[src/rtl/mmu_io_pkg.sv]
// Shared offsets and bit positions for the I/O window register bank.
package mmu_io_pkg;

    localparam logic [31:0] IO_BASE = 32'h8000_0000;

    localparam logic [7:0] IO_GPIO_OUT  = 8'h00;
    localparam logic [7:0] IO_GPIO_IN   = 8'h04;
    localparam logic [7:0] IO_CYCLE     = 8'h08;
    localparam logic [7:0] IO_TIMER_CMP = 8'h0C;
    localparam logic [7:0] IO_TX_DATA   = 8'h10;
    localparam logic [7:0] IO_STATUS    = 8'h14;
    localparam logic [7:0] IO_CTRL      = 8'h18;

    localparam int ST_FULL      = 0;
    localparam int ST_EMPTY     = 1;
    localparam int ST_TIMER     = 2;
    localparam int ST_OVF       = 3;
    localparam int ST_COUNT_LSB = 8;

    localparam int CTRL_TIMER_EN  = 0;
    localparam int CTRL_IRQ_EN    = 1;
    localparam int CTRL_CLR_TIMER = 8;
    localparam int CTRL_CLR_OVF   = 9;

endpackage

[src/rtl/io_tx_fifo.sv]
// Byte FIFO feeding the TX sink; push is already qualified by the caller.
module io_tx_fifo #(
    parameter int DEPTH = 8,
    parameter int LOG   = 3
) (
    input  logic           clk,
    input  logic           resetb,
    input  logic           push,
    input  logic           pop,
    input  logic [7:0]     din,
    output logic [7:0]     head,
    output logic           full,
    output logic           empty,
    output logic [LOG:0]   count
);

    logic [7:0]     mem [DEPTH];
    logic [LOG-1:0] wr_ptr;
    logic [LOG-1:0] rd_ptr;

    // Storage carries no reset; empty pointers make stale bytes invisible.
    always_ff @(posedge clk) begin
        if (push) begin
            mem[wr_ptr] <= din;
        end
    end

    always_ff @(posedge clk or negedge resetb) begin
        if (!resetb) begin
            wr_ptr <= '0;
            rd_ptr <= '0;
            count  <= '0;
        end else begin
            if (push) begin
                wr_ptr <= wr_ptr + 1'b1;
            end
            if (pop) begin
                rd_ptr <= rd_ptr + 1'b1;
            end
            case ({push, pop})
                2'b10:   count <= count + 1'b1;
                2'b01:   count <= count - 1'b1;
                default: count <= count;
            endcase
        end
    end

    assign head  = mem[rd_ptr];
    assign full  = (count == (LOG+1)'(DEPTH));
    assign empty = (count == '0);

endmodule

[src/rtl/io_port_bank.sv]
// I/O window device: GPIO, cycle counter with compare IRQ, and a TX byte FIFO.
module io_port_bank
    import mmu_io_pkg::*;
#(
    parameter int          GPIO_W     = 8,
    parameter logic [31:0] GPIO_RESET = 32'h0,
    parameter int          FIFO_DEPTH = 8,
    parameter int          FIFO_LOG   = 3
) (
    input  logic              clk,
    input  logic              resetb,
    input  logic [7:0]        io_addr,
    input  logic              io_en,
    input  logic              io_we,
    input  logic [31:0]       io_data_write,
    output logic [31:0]       io_data_read,
    input  logic [GPIO_W-1:0] gpio_in,
    output logic [GPIO_W-1:0] gpio_out,
    output logic [7:0]        tx_data,
    output logic              tx_valid,
    input  logic              tx_ready,
    output logic              irq
);

    logic [7:0]        reg_addr;
    logic              wr;
    logic              rd;
    logic [GPIO_W-1:0] gpio_sync1;
    logic [GPIO_W-1:0] gpio_sync2;
    logic [31:0]       cycle;
    logic [31:0]       timer_cmp;
    logic              timer_en;
    logic              irq_en;
    logic              timer_flag;
    logic              overflow;
    logic              fifo_full;
    logic              fifo_empty;
    logic [FIFO_LOG:0] fifo_count;
    logic              tx_wr;
    logic              fifo_pop;
    logic              fifo_push;
    logic              timer_hit;
    logic              ctrl_wr;
    logic              unused_addr_lsbs;

    assign reg_addr         = {io_addr[7:2], 2'b00};
    assign unused_addr_lsbs = ^io_addr[1:0];
    assign wr               = io_en && io_we;
    assign rd               = io_en && !io_we;
    assign tx_wr            = wr && (reg_addr == IO_TX_DATA);
    assign ctrl_wr          = wr && (reg_addr == IO_CTRL);

    assign fifo_pop  = tx_valid && tx_ready;
    assign fifo_push = tx_wr && (!fifo_full || fifo_pop);
    assign timer_hit = timer_en && (cycle == timer_cmp);

    io_tx_fifo #(
        .DEPTH (FIFO_DEPTH),
        .LOG   (FIFO_LOG)
    ) u_tx_fifo (
        .clk    (clk),
        .resetb (resetb),
        .push   (fifo_push),
        .pop    (fifo_pop),
        .din    (io_data_write[7:0]),
        .head   (tx_data),
        .full   (fifo_full),
        .empty  (fifo_empty),
        .count  (fifo_count)
    );

    assign tx_valid = !fifo_empty;
    assign irq      = timer_flag && irq_en;

    always_ff @(posedge clk or negedge resetb) begin
        if (!resetb) begin
            gpio_sync1 <= '0;
            gpio_sync2 <= '0;
            gpio_out   <= GPIO_RESET[GPIO_W-1:0];
            cycle      <= '0;
            timer_cmp  <= '0;
            timer_en   <= 1'b0;
            irq_en     <= 1'b0;
            timer_flag <= 1'b0;
            overflow   <= 1'b0;
        end else begin
            gpio_sync1 <= gpio_in;
            gpio_sync2 <= gpio_sync1;
            cycle      <= cycle + 32'd1;

            if (wr && reg_addr == IO_GPIO_OUT) begin
                gpio_out <= io_data_write[GPIO_W-1:0];
            end
            if (wr && reg_addr == IO_TIMER_CMP) begin
                timer_cmp <= io_data_write;
            end
            if (ctrl_wr) begin
                timer_en <= io_data_write[CTRL_TIMER_EN];
                irq_en   <= io_data_write[CTRL_IRQ_EN];
            end

            // A fresh event in the same cycle as a clear must not be lost.
            if (timer_hit) begin
                timer_flag <= 1'b1;
            end else if (ctrl_wr && io_data_write[CTRL_CLR_TIMER]) begin
                timer_flag <= 1'b0;
            end

            if (tx_wr && fifo_full && !fifo_pop) begin
                overflow <= 1'b1;
            end else if (ctrl_wr && io_data_write[CTRL_CLR_OVF]) begin
                overflow <= 1'b0;
            end
        end
    end

    always_comb begin
        io_data_read = 32'h0;
        if (rd) begin
            case (reg_addr)
                IO_GPIO_OUT:  io_data_read = 32'(gpio_out);
                IO_GPIO_IN:   io_data_read = 32'(gpio_sync2);
                IO_CYCLE:     io_data_read = cycle;
                IO_TIMER_CMP: io_data_read = timer_cmp;
                IO_STATUS: begin
                    io_data_read[ST_FULL]  = fifo_full;
                    io_data_read[ST_EMPTY] = fifo_empty;
                    io_data_read[ST_TIMER] = timer_flag;
                    io_data_read[ST_OVF]   = overflow;
                    io_data_read[ST_COUNT_LSB +: FIFO_LOG+1] = fifo_count;
                end
                IO_CTRL: begin
                    io_data_read[CTRL_TIMER_EN] = timer_en;
                    io_data_read[CTRL_IRQ_EN]   = irq_en;
                end
                default: io_data_read = 32'h0;
            endcase
        end
    end

endmodule

[config.mk]
export PLATFORM = sky130hd
export DESIGN_NAME = io_port_bank
export DESIGN_NICKNAME = d
export VERILOG_FILES = /design/src/rtl/mmu_io_pkg.sv /design/src/rtl/io_tx_fifo.sv /design/src/rtl/io_port_bank.sv
export SDC_FILE = /design/constraint.sdc
export NUM_CORES = 1
export LEC_CHECK = 0
export CAP_MARGIN = 10
export CORE_ASPECT_RATIO = 2
export CORE_UTILIZATION = 45
export DETAILED_ROUTE_END_ITERATION = 8
export PLACE_DENSITY = 0.75
export SYNTH_ARGS = -nofsm -noshare
export SYNTH_HDL_FRONTEND = slang
export SYNTH_SLANG_ARGS = --single-unit
[constraint.sdc]
create_clock -name clk -period 3 [get_ports clk]
set_input_delay 0.6 -clock clk [delete_from_list [all_inputs] [get_ports clk]]
set_output_delay 0.6 -clock clk [all_outputs]
set_load 0.1 [all_outputs]
Yosys cells after proc, flatten, opt, wreduce, memory -nomap -nowiden. Memories as Yosys holds them, arrays and structs flattened. Index checks and enable logic that the tools add are counted. W data, S select, Z words.

Bits in registers: 102. Memory bits (writable): 64. Input bits: 53. Memories kept: 1.

Memory list: u_tx_fifo.mem (depth 8, bits a word 8, rd ports 1, clocked after memory_dff 0, write ports 1, line io_tx_fifo.sv:17) `logic [7:0] mem [DEPTH];`.

$add $sub $neg: 5. Equality and inequality tests: 10. Muxes and demuxes: 13. Reduce and logical (&&, ||, !) cells: 24.

Operators with widths (count): $pmux W20 S2 (1); $add A32 B1 Y32 const B (1); $eq A32 B32 Y1 (1); $mux W32 (1); $eq A6 B3 Y1 const B (3); $pmux W4 S4 (1); $logic_and A1 B1 Y1 (14); $eq A6 B2 Y1 const B (2); $pmux W2 S6 (1); $pmux W4 S3 (1); $pmux W2 S5 (1); $logic_not A8 Y1 (1); $pmux W4 S2 (1); $add A3 B1 Y3 const B (2); $eq A6 B1 Y1 const B (1); $mux W1 (6); $reduce_bool A2 Y1 (3); $add A4 B1 Y4 const B (1); $eq A4 B4 Y1 const B (1); $logic_not A1 Y1 (4); $logic_not A4 Y1 (1); $sub A4 B1 Y4 const B (1); $eq A2 B1 Y1 const B (1); $eq A2 B2 Y1 const B (1); $logic_or A1 B1 Y1 (1).

Longest topological paths before layout. Gate-level depths: netlist of run 1.

Word-level depth: 7. Mapped depth: 8. Mapped depth without buffers: 7.

By module. A second synthesis of run 1 with hierarchy kept.

Cell total of the unflattened synthesis: 538. Area total of the unflattened synthesis: 7816.2 um^2.

Modules (own cells, without submodules): io_port_bank (times used 1, cells an instance 391, area each 4775.8 um^2, sequential area each 2302.2 um^2); io_tx_fifo (times used 1, cells an instance 147, area each 3040.4 um^2, sequential area each 2172.1 um^2).

Least setup slack after synthesis of run 1. Ideal clock, no wire load.

Kind: input -> output. Start: in io_addr[2]. End: out io_data_read[1]. Data arrival time: 3.234 ns. Slack: -0.834 ns. Stages: 6. Cell sequence: clkbuf_1 > buf_1 > mux2i_1 > nor2b_1 > o21ai_0 > a31oi_1.

Cells in the longest elaborated chain, start to end: 3. Elaborated cells between the ends (all ways): 8. Those cells by class: 5 x eq/ne; 2 x mux; 1 x reduce/logical.

RTL lines: start, declared (line io_port_bank.sv:12) `input logic [7:0] io_addr,`; $eq A6 B3 Y1 (tied with other cells) (line io_port_bank.sv:120) `case (reg_addr)`; $pmux W2 S6 (*) (line io_port_bank.sv:120); $mux W32 (*) (line io_port_bank.sv:119) `if (rd) begin`; end, declared (line io_port_bank.sv:16) `output logic [31:0] io_data_read,`.

Every way passes the cells marked *; elsewhere a longest branch is shown, timed or not.

Final worst setup path of run 1.
Start: in io_addr[5]. End: out io_data_read[3].

Cells in the longest elaborated chain, start to end: 3. Elaborated cells between the ends (all ways): 7. Those cells by class: 4 x eq/ne; 2 x mux; 1 x reduce/logical.

RTL lines (line): $eq A6 B3 Y1 (tied with other cells) (io_port_bank.sv:120); $pmux W2 S5 (*) (io_port_bank.sv:120); $mux W32 (*) (io_port_bank.sv:119).

Marked as above.

==> results of run 1 <==
final timing paths:
| check | startpoint | to | cells after the start |
|---|---|---|---|
| min in group clk | gpio_sync1[6]$_DFF_PN0_ | gpio_sync2[6]$_DFF_PN0_ | 0 |
| max | io_addr[5] | io_data_read[3] | 7 |
| max reg2reg | u_tx_fifo.count[2]$_DFFE_PN0P_ | u_tx_fifo.count[2]$_DFFE_PN0P_ | 7 |
| min | resetb | u_tx_fifo.rd_ptr[2]$_DFFE_PN0P_ | 1 |
| max in group asynchronous | resetb | timer_cmp[12]$_DFFE_PN0P_ | 2 |
| min reg2reg | gpio_sync1[6]$_DFF_PN0_ | gpio_sync2[6]$_DFF_PN0_ | 0 |
through the flow:
step           instance area [um^2]  hold slack (ns)  worst slack (ns)  cells
5_1_grt                       10300           0.2355           0.01424    901
2_1_floorplan                  7848           0.3044         -0.007726    559
3_3_place_gp                   9638           0.3357           -0.1230    867
4_1_cts                       10290           0.2043          0.003021    900
3_5_place_dp                   9638           0.3358           -0.1375    867
6_report                      10300           0.1818           0.04574    901
cell type report:
cell class | instances | area (um^2) | area share
clock inverters | 15 | 173.9 | 0.01688
well taps | 207 | 259.0 | 0.02514
flip-flops and latches | 166 | 4474 | 0.4343
inverters | 6 | 22.52 | 0.002186
clock buffers | 17 | 425.4 | 0.04129
repair buffers | 138 | 1743 | 0.1692
multi-input cells | 352 | 3204 | 0.3110
where the power goes:
| part | switching, mW | leakage [nW] | internal (mW) |
|---|---|---|---|
| Clock | 1.03 | 0.285 | 1.13 |
| Sequential | 0.155 | 1.91 | 2.46 |
| Combinational | 1.21 | 2.00 | 0.834 |
cells in the mapped netlist (all sizes together), types with 2 or more instances:
| master | n | share of area |
|---|---|---|
| nor3 | 6 | 0.0039 |
| dfrtp | 102 | 0.33 |
| nor4 | 11 | 0.013 |
| and3 | 9 | 0.0074 |
| nor4b | 2 | 0.0039 |
| mux4 | 19 | 0.056 |
| inv | 6 | 0.0030 |
| edfxtp | 64 | 0.25 |
| nor2b | 4 | 0.0033 |
| a32o | 2 | 0.0026 |
| xor2 | 38 | 0.044 |
| ha | 4 | 0.0066 |
| a222oi | 4 | 0.0053 |
| a221oi | 5 | 0.0057 |
| a21oi | 3 | 0.0020 |
| nor2 | 48 | 0.024 |
| and2 | 4 | 0.0033 |
| buf | 14 | 0.011 |
| a22oi | 23 | 0.023 |
| a21o | 2 | 0.0020 |
| nand3 | 18 | 0.012 |
| nand2b | 4 | 0.0033 |
| o21ai | 3 | 0.0020 |
| nand4 | 15 | 0.012 |
| and4 | 4 | 0.0046 |
| o41ai | 2 | 0.0033 |
| clkbuf | 21 | 0.010 |
| mux2i | 6 | 0.0079 |
| xnor2 | 31 | 0.036 |
| nand2 | 22 | 0.011 |
| mux2 | 51 | 0.075 |
state kept, by name (all words and copies together), names as in the netlist, 3 cells and up:
name	count
u_tx_fifo.count	4
u_tx_fifo.wr_ptr	3
cycle	32
gpio_sync1	8
u_tx_fifo.mem	64
gpio_out	8
timer_cmp	32
u_tx_fifo.rd_ptr	3
gpio_sync2	8
kinds of logic (layout without fill, tap and decap cells):
| family | count (synthesis) | count (layout) | share of synthesized area |
|---|---|---|---|
| xor+xnor | 69 | 69 | 0.07927 |
| simple gates | 152 | 152 | 0.1093 |
| flops | 166 | 166 | 0.5869 |
| buf+inv | 41 | 176 | 0.02445 |
| mux | 76 | 76 | 0.1393 |
| compound gates | 51 | 51 | 0.05416 |
| fa+ha+maj | 4 | 4 | 0.006565 |
per-layer routing:
layer | vias up | track usage | part of all wire
met5 | - | 0 | 0
met2 | 224 | 0.4102 | 0.55
met4 | 0 | 0.1403 | 0.055
met1 | 2619 | 0.2498 | 0.35
li1 | 2314 | - | -
met3 | 64 | 0.04003 | 0.046
worst reg2reg max path, delay by kind of cell, from the launching register on:
kind	cells	cell delay (ns)
and+or+nand+nor	1	0.09
AOI/OAI and AO/OA	3	0.96
DFF	1	0.49
xor gates and xnor gates	2	0.36
adders and majority gates	1	0.22
timing repair:
item | in CTS | in global routing
cloned | 1 | 0
gates resized for setup | 10 | 6
buffers inserted | 0 | 1
pin swaps | 9 | 7
setup endpoints to repair | 32 | 13
==> results.md, run 1 <==
* Status: finished, final reports clean
* Max Slew Vio Count at 0
* Initial antenna violation count at 0
* CTS buffer count at 17
* DIE AREA at 17,500 um^2
* H-tree Lvls at 4
* Cell Rows at 67
* Distinct cells, synth at 50
* Vias per cell at 5.795
* Total global-route track usage at 0.2304
* Flops & latches, synth at 166
* Post-route ant nets at 0
* Clk slew on worst S/H paths at 0.07 ns
* Startpoint types: input port
* Clock Skew at 0.01116 ns
* Largest net degree at the start of global routing at 56
* Routed vias at 5,221
* Clk sinks at 166
* Leak Pwr at 4.200 nW
* Power per Cell Area at 662.2 nW/um^2
* R2R Setup Slk at 0.77 ns
* Drt pass-1 iters at 5
* Crit-path slowest cell: or4b_4
* Ys async rst share at 0.6145
* Post-synthesis sequential area ratio at 0.5869
* Wire per inst at 20.80 um
* Synth Instances at 559
* CTS Buffer Depth at 2
* DPL Wire Length at 13,930 um
* Final net count at 738
* CTS tree: done
* Most frequent cells in the layout: 102 x dfrtp_1, 64 x edfxtp_1, 44 x buf_12
* Slew margin rel. at 0.4432
* Initial DRC count at 350
* Commonest non-fill, non-tap cell in the layout: dfrtp_1
* Buffers & Inverters on Critical Path at 3
* Slew @ Worst Pin at 0.8283 ns
* CP Class: in2out
* Top Family by Delay on Critical Path: simple AND/OR/NAND/NOR gates
* Antenna Cells at 0
* Global placement routability congestion at 0.8960
* Crit-path max FO at 5
* Layout overhead on the synthesized area at 35.14%
* Share of cells above drive strength 1 at 0.2983
* Final number of hold-violating endpoints at 0
* CP Data Arrival Time at 2.35 ns
* Hold_buf cts at 0
* Clk root buf: clkbuf_16
* CP endpoint kind: output pin
* Syn Nets at 616
* Setup_tns at 0 ns
* Total core area at 16,680 um^2
* Die height at 186.1 um
* Port bufs at 100
* Drt drc at 0
* Chip width at 94.04 um
* Final Cycle Share at 0.9848
* Synthesized area at 7624 um^2
* Min-delay worst type: in2async
* Count of flip-flops with a built-in enable after synthesis at 64
* Clock Latency Late Sink at 0.43 ns
* Max Clock Freq at 338.5 MHz
* I/O pins at 103
* RSZ-0062 raised after global routing: no
* Max Cap Violations at 0
* Final Setup Violations at 0
* WP data required at 2.40 ns
* Min cycle time layout at 2.954 ns
* Total power at 6.822 mW
* Critical path, cell by cell: dlygate4sd2_1, or4b_4, nor3b_4, buf_6, a22oi_1, nor2_4, buf_12
* Vias in the first global route at 5,485
* Top_reg_cell synth: dfrtp_1
* Routed WL at 18,740 um
* Max VDD drop at 0.4305 mV
* Global-route wire length before repair at 29,530 um
* Fill cells at 1,237
* Yosys warning count at 0
* Worst path max stage delay at 0.53 ns
* Total gr overflow at 0
* Synth Area per Inst at 13.64 um^2
* Layout Utilization at 0.6176
* Initial Util at 0.4570
(Power assumes the default switching activity.)
==> run 2, diff against run 1 <==
--- a/config.mk
+++ b/config.mk
@@ -7,6 +7,7 @@
 export LEC_CHECK = 0
 export CAP_MARGIN = 10
 export CORE_ASPECT_RATIO = 2
+export CORE_MARGIN = 2
 export CORE_UTILIZATION = 45
 export DETAILED_ROUTE_END_ITERATION = 8
 export PLACE_DENSITY = 0.75
==> constraint.sdc (replaced) <==
create_clock -name clk -period 3 [get_ports clk]
set_input_delay 0.45 -clock clk [delete_from_list [all_inputs] [get_ports clk]]
set_output_delay 0.45 -clock clk [all_outputs]
set_load 0.1 [all_outputs]
==> results.md, run 2 (synthesized netlist as in run 1, its figures left out) <==
* Post-route ant nets at 0 (unchanged)
* Startpoint types: input port
* FF-to-FF Start: cycle[1]$_DFF_PN0_
* Max Slew Vio Count at 0 (unchanged)
* Clk slew on worst S/H paths at 0.07 ns (about the same)
* Routed vias at 5,156 (-1.2%)
* Port bufs at 100 (unchanged)
* Global-route wire length before repair at 29,430 um (-0.35%)
* Slew @ Worst Pin at 0.8685 ns (+0.04023 ns)
* Chip width at 96.04 um (+2.1%)
* Drt pass-1 iters at 5 (unchanged)
* Vias in the first global route at 5,589 (+1.9%)
* Layout overhead on the synthesized area at 32.30%
* CTS buffer count at 17 (unchanged)
* Total core area at 16,680 um^2 (unchanged)
* CTS Buffer Depth at 2 (unchanged)
* Final Cycle Share at 0.9890 (+0.004283)
* Total gr overflow at 0 (unchanged)
* Power per Cell Area at 676.3 nW/um^2 (+2.1%)
* Status: finished, final reports clean
* CP endpoint kind: output pin
* Clock Latency Late Sink at 0.42 ns (about the same)
* CP Data Arrival Time at 2.52 ns (+0.17 ns)
* FF-to-FF path depth at 5 (-2)
* DPL Wire Length at 13,980 um (+0.34%)
* Clock Skew at 0.01041 ns (-0.0007515 ns)
* Antenna Cells at 0 (unchanged)
* Min-delay worst type: reg2reg
* Max Clock Freq at 337.0 MHz (-0.43%)
* Number of flip-flops in the largest register at 64 (unchanged)
* Total global-route track usage at 0.2198 (-0.01054)
* R2r endpoint: cycle[24]$_DFF_PN0_
* Drt drc at 0 (unchanged)
* I/O pins at 103 (unchanged)
* Largest Register: u_tx_fifo.mem
* Share of cells above drive strength 1 at 0.2772 (-0.02106)
* WP data required at 2.55 ns (+0.15 ns)
* Final net count at 733 (-0.68%)
* Initial Util at 0.4570 (unchanged)
* Crit-path max FO at 25 (+20)
* Largest net degree at the start of global routing at 67 (+20%)
* Die height at 188.1 um (+1.1%)
* Regs by FF count: u_tx_fifo.mem x64, cycle x32, timer_cmp x32
* Clk sinks at 166 (unchanged)
* Cell Rows at 67 (unchanged)
* Hold Crit Depth at 0
* Global placement routability congestion at 0.8907 (-0.59%)
* Layout Utilization at 0.6046 (-0.01298)
* Vias per cell at 5.754 (-0.69%)
* CTS tree: done
* Min cycle time layout at 2.967 ns (+0.01285 ns)
* Fin Hold WS at 0.3548 ns (+0.1730 ns)
* H-tree Lvls at 4 (unchanged)
* Slew margin rel. at 0.4162 (-0.02704)
* Start point of the worst hold path: gpio_sync1[5]$_DFF_PN0_
* Clk root buf: clkbuf_16
* Final number of hold-violating endpoints at 0 (unchanged)
* Final Setup Violations at 0 (unchanged)
* Wire per inst at 20.95 um (+0.72%)
* CP Class: in2out
* Initial antenna violation count at 0 (unchanged)
* Hold endpoint: gpio_sync2[5]$_DFF_PN0_
* Max VDD drop at 0.4171 mV (-3.1%)
* Most frequent cells in the layout: 102 x dfrtp_1, 64 x edfxtp_1, 49 x clkdlybuf4s50_1
* Leak Pwr at 4.139 nW (-1.5%)
* Commonest non-fill, non-tap cell in the layout: dfrtp_1
* Max Cap Violations at 0 (unchanged)
* Routed WL at 18,770 um (+0.16%)
* DIE AREA at 18,060 um^2 (+3.2%)
* Initial DRC count at 303 (-13%)
* R2R Setup Slk at 0.78 ns (about the same)
## run 2: cell types whose count changed in the layout (fill, tap and decap cells not counted), sizes merged, moves of 2 or more
cell,change
dlymetal6s2s,-2
dlygate4sd2,-2
clkdlybuf4s50,+6
buf,-5
## run 2: timing repair
action | 4_1_cts | 5_1_grt
setup endpoints to repair | 0 | 4
setup buffers | 0 | 1
hold buffers | 1 | 0
endpoints found under the hold margin | 28 | 0
resized for setup | 0 | 3
## run 2: worst max path at each step
stage	start	to
after floorplan	io_addr[2]	io_data_read[10]
after global placement	io_addr[7]	io_data_read[9]
after detailed placement	io_addr[7]	io_data_read[9]
after CTS	io_addr[7]	io_data_read[10]
after global routing	io_addr[4]	io_data_read[9]
final	io_addr[4]	io_data_read[9]
## run 2: routing by layer
layer,GRT usage,part of all wire
met5,0,0
met4,0.1313,0.058
met3,0.03656,0.048
met2,0.3886,0.55
met1,0.2360,0.34
## run 2: final cells by class
| class | instances | area, um^2 |
|---|---|---|
| well taps | 207 | 259.0 |
| flip-flops and latches | 166 | 4474 |
| clock buffers | 17 | 425.4 |
| multi-input cells | 352 | 3043 |
| repair buffers | 133 | 1678 |
| fillers | 1266 | 6596 |
| inverters | 6 | 22.52 |
| clock inverters | 15 | 183.9 |
## run 2: where the power goes
part           internal, mW  leakage [nW]  total, mW  switching (mW)
Combinational         0.815          1.93       1.96            1.15
Clock                  1.20         0.293       2.19           0.996
Sequential             2.46          1.91       2.67           0.207
## run 2: stage by stage
step | cell area, um^2 | TNS [ns] | power, mW | setup WS (ns) | std cells
after global routing | 10090 | -0.01665 | 7.084 | -0.01434 | 896
after detailed placement | 9450 | 0 | 4.692 | 0.07579 | 862
after CTS | 10070 | 0 | 6.884 | 0.03857 | 895
after floorplan | 7699 | -1.372 | 4.011 | -0.3431 | 559
after global placement | 9450 | 0 | 4.641 | 0.07363 | 862
final | 10090 | 0 | 6.821 | 0.03290 | 896
## run 2: worst max-delay path, stage by stage
cell             delay [ns]
clkdlybuf4s50_1        0.42
buf_4                  0.15
nor4_4                 0.39
and3_4                 0.28
buf_12                 0.17
a222oi_1               0.12
nor2_1                 0.30
buf_12                 0.22
==> patch: new RTL, config.mk and constraints of run 1 <==
`FIFO_LOG`: 3 -> 2.
--- a/src/rtl/io_port_bank.sv
+++ b/src/rtl/io_port_bank.sv
@@ -5,7 +5,7 @@
     parameter int          GPIO_W     = 8,
     parameter logic [31:0] GPIO_RESET = 32'h0,
     parameter int          FIFO_DEPTH = 8,
-    parameter int          FIFO_LOG   = 3
+    parameter int          FIFO_LOG   = 2
 ) (
     input  logic              clk,
     input  logic              resetb,
Formal check against the unedited RTL: not equivalent (Yosys sat finds a counterexample within 4 cycles, from zero or initial values and one cycle with resetb low).
==> patch against run 1 <==
  * Design area decreased by 17%
  * Critical path depth is the same
  * Area after synthesis is 17% lower
  * Global-route usage shrank 0.62 points
  * Clock skew shrank 2.1 ps
  * Setup slack improved by 35 ps
  * Total power shrank 23%
  * Sequential cell count fell by 35
  * Routed wire length shrank 19%
  * Critical endpoint is now io_data_read[1]
==> patch: results (changes against run 1) <==
| Metric | Value |
|---|---|
| Vias per cell | 5.32 (was 5.79) |
| Multi-input combinational area share | 0.331 (was 0.311) |
| Nets | 641 (was 738) |
| Register share of the cell area | 0.401 (was 0.434) |
| Fillers | 1003 (was 1237) |
| Place WS | -147 ps (was -137 ps) |
| Bufs w/o clock | 120 (was 138) |
| Layout cell share with drive strength beyond 1 | 0.315 (was 0.298) |
| Synth area leaders | dfrtp_1 (39%), edfxtp_1 (15%), xor2_1 (6.8%) (was dfrtp_1 (33%), edfxtp_1 (25%), mux4_2 (5.6%)) |
| WHS | 176 ps (was 182 ps) |
| Vias in the first global route | 4525 (was 5485) |
| Area of the multi-input gates | 2840 um2 (was 3200 um2) |
| Leakage | 0.00388 uW (was 0.00420 uW) |
| Crit path arrival time | 2320 ps (was 2350 ps) |
| Post-synth EDFFs | 32 (was 64) |
| CTS resizes | 17 (was 10) |
| Worst vdd ir | 0.411 mV (was 0.430 mV) |
| Syn_area_per_cell | 13.7 um2 (was 13.6 um2) |
| Post-synth net total | 523 (was 616) |
| N_taps | 189 (was 207) |
| DRT iter0 DRCs | 136 (was 350) |
| R2R Path End | u_tx_fifo.count[1] (was u_tx_fifo.count[2]) |
| Status | complete, no violations (unchanged) |
| Top Registers | cycle: 32 flops, timer_cmp: 32 flops, u_tx_fifo.mem: 32 flops (was u_tx_fifo.mem: 64 flops, cycle: 32 flops, timer_cmp: 32 flops) |
| Gpl congestion | 0.818 (was 0.896) |
| Dpl hpwl | 11.2 mm (was 13.9 mm) |
| Postcts setup bufs | 1 (was 0) |
| Post-placement cell count | 750 (was 867) |
| Share of synthesized flip-flops with an asynchronous set or reset | 0.756 (was 0.614) |
| Multi-input gates | 301 (was 352) |
| Worst stage delay on the critical path | 570 ps (was 530 ps) |
| Tot GR Track Use | 0.224 (was 0.230) |
-- patch: cell types whose count changed after synthesis, moves of 14 or more --
cell,before,now
a22oi_1,23,7
clkbuf_1,21,6
edfxtp_1,64,32
mux2_1,33,2
mux2_4,0,28
mux2i_1,6,24
nor2_1,48,34
-- patch: per-layer routing --
layer | vias to the layer above | GRT usage | wire [um]
li1 | 1903 | - | -
met1 | 2093 | 0.227 | 5310
met2 | 124 | 0.412 | 8530
met3 | 43 | 0.0417 | 512
met4 | 0 | 0.140 | 807
met5 | - | 0 | 0
-- patch: logic make-up (layout without fill, tap and decap cells) --
logic type,Yosys count,after routing,share of synthesized area
AOI/OAI and AO/OA,14,14,0.0164
xor gates and xnor gates,68,68,0.0939
adders and majority gates,7,7,0.0150
buffers and inverters,31,162,0.0247
DFF,131,131,0.542
muxes,85,85,0.189
and+or+nand+nor,127,127,0.119
-- patch: power by group --
group / total, uW / switching [uW] / internal (uW)
Combinational: 1210 / 788 / 420
Clock: 1960 / 867 / 1090
Sequential: 2080 / 146 / 1930
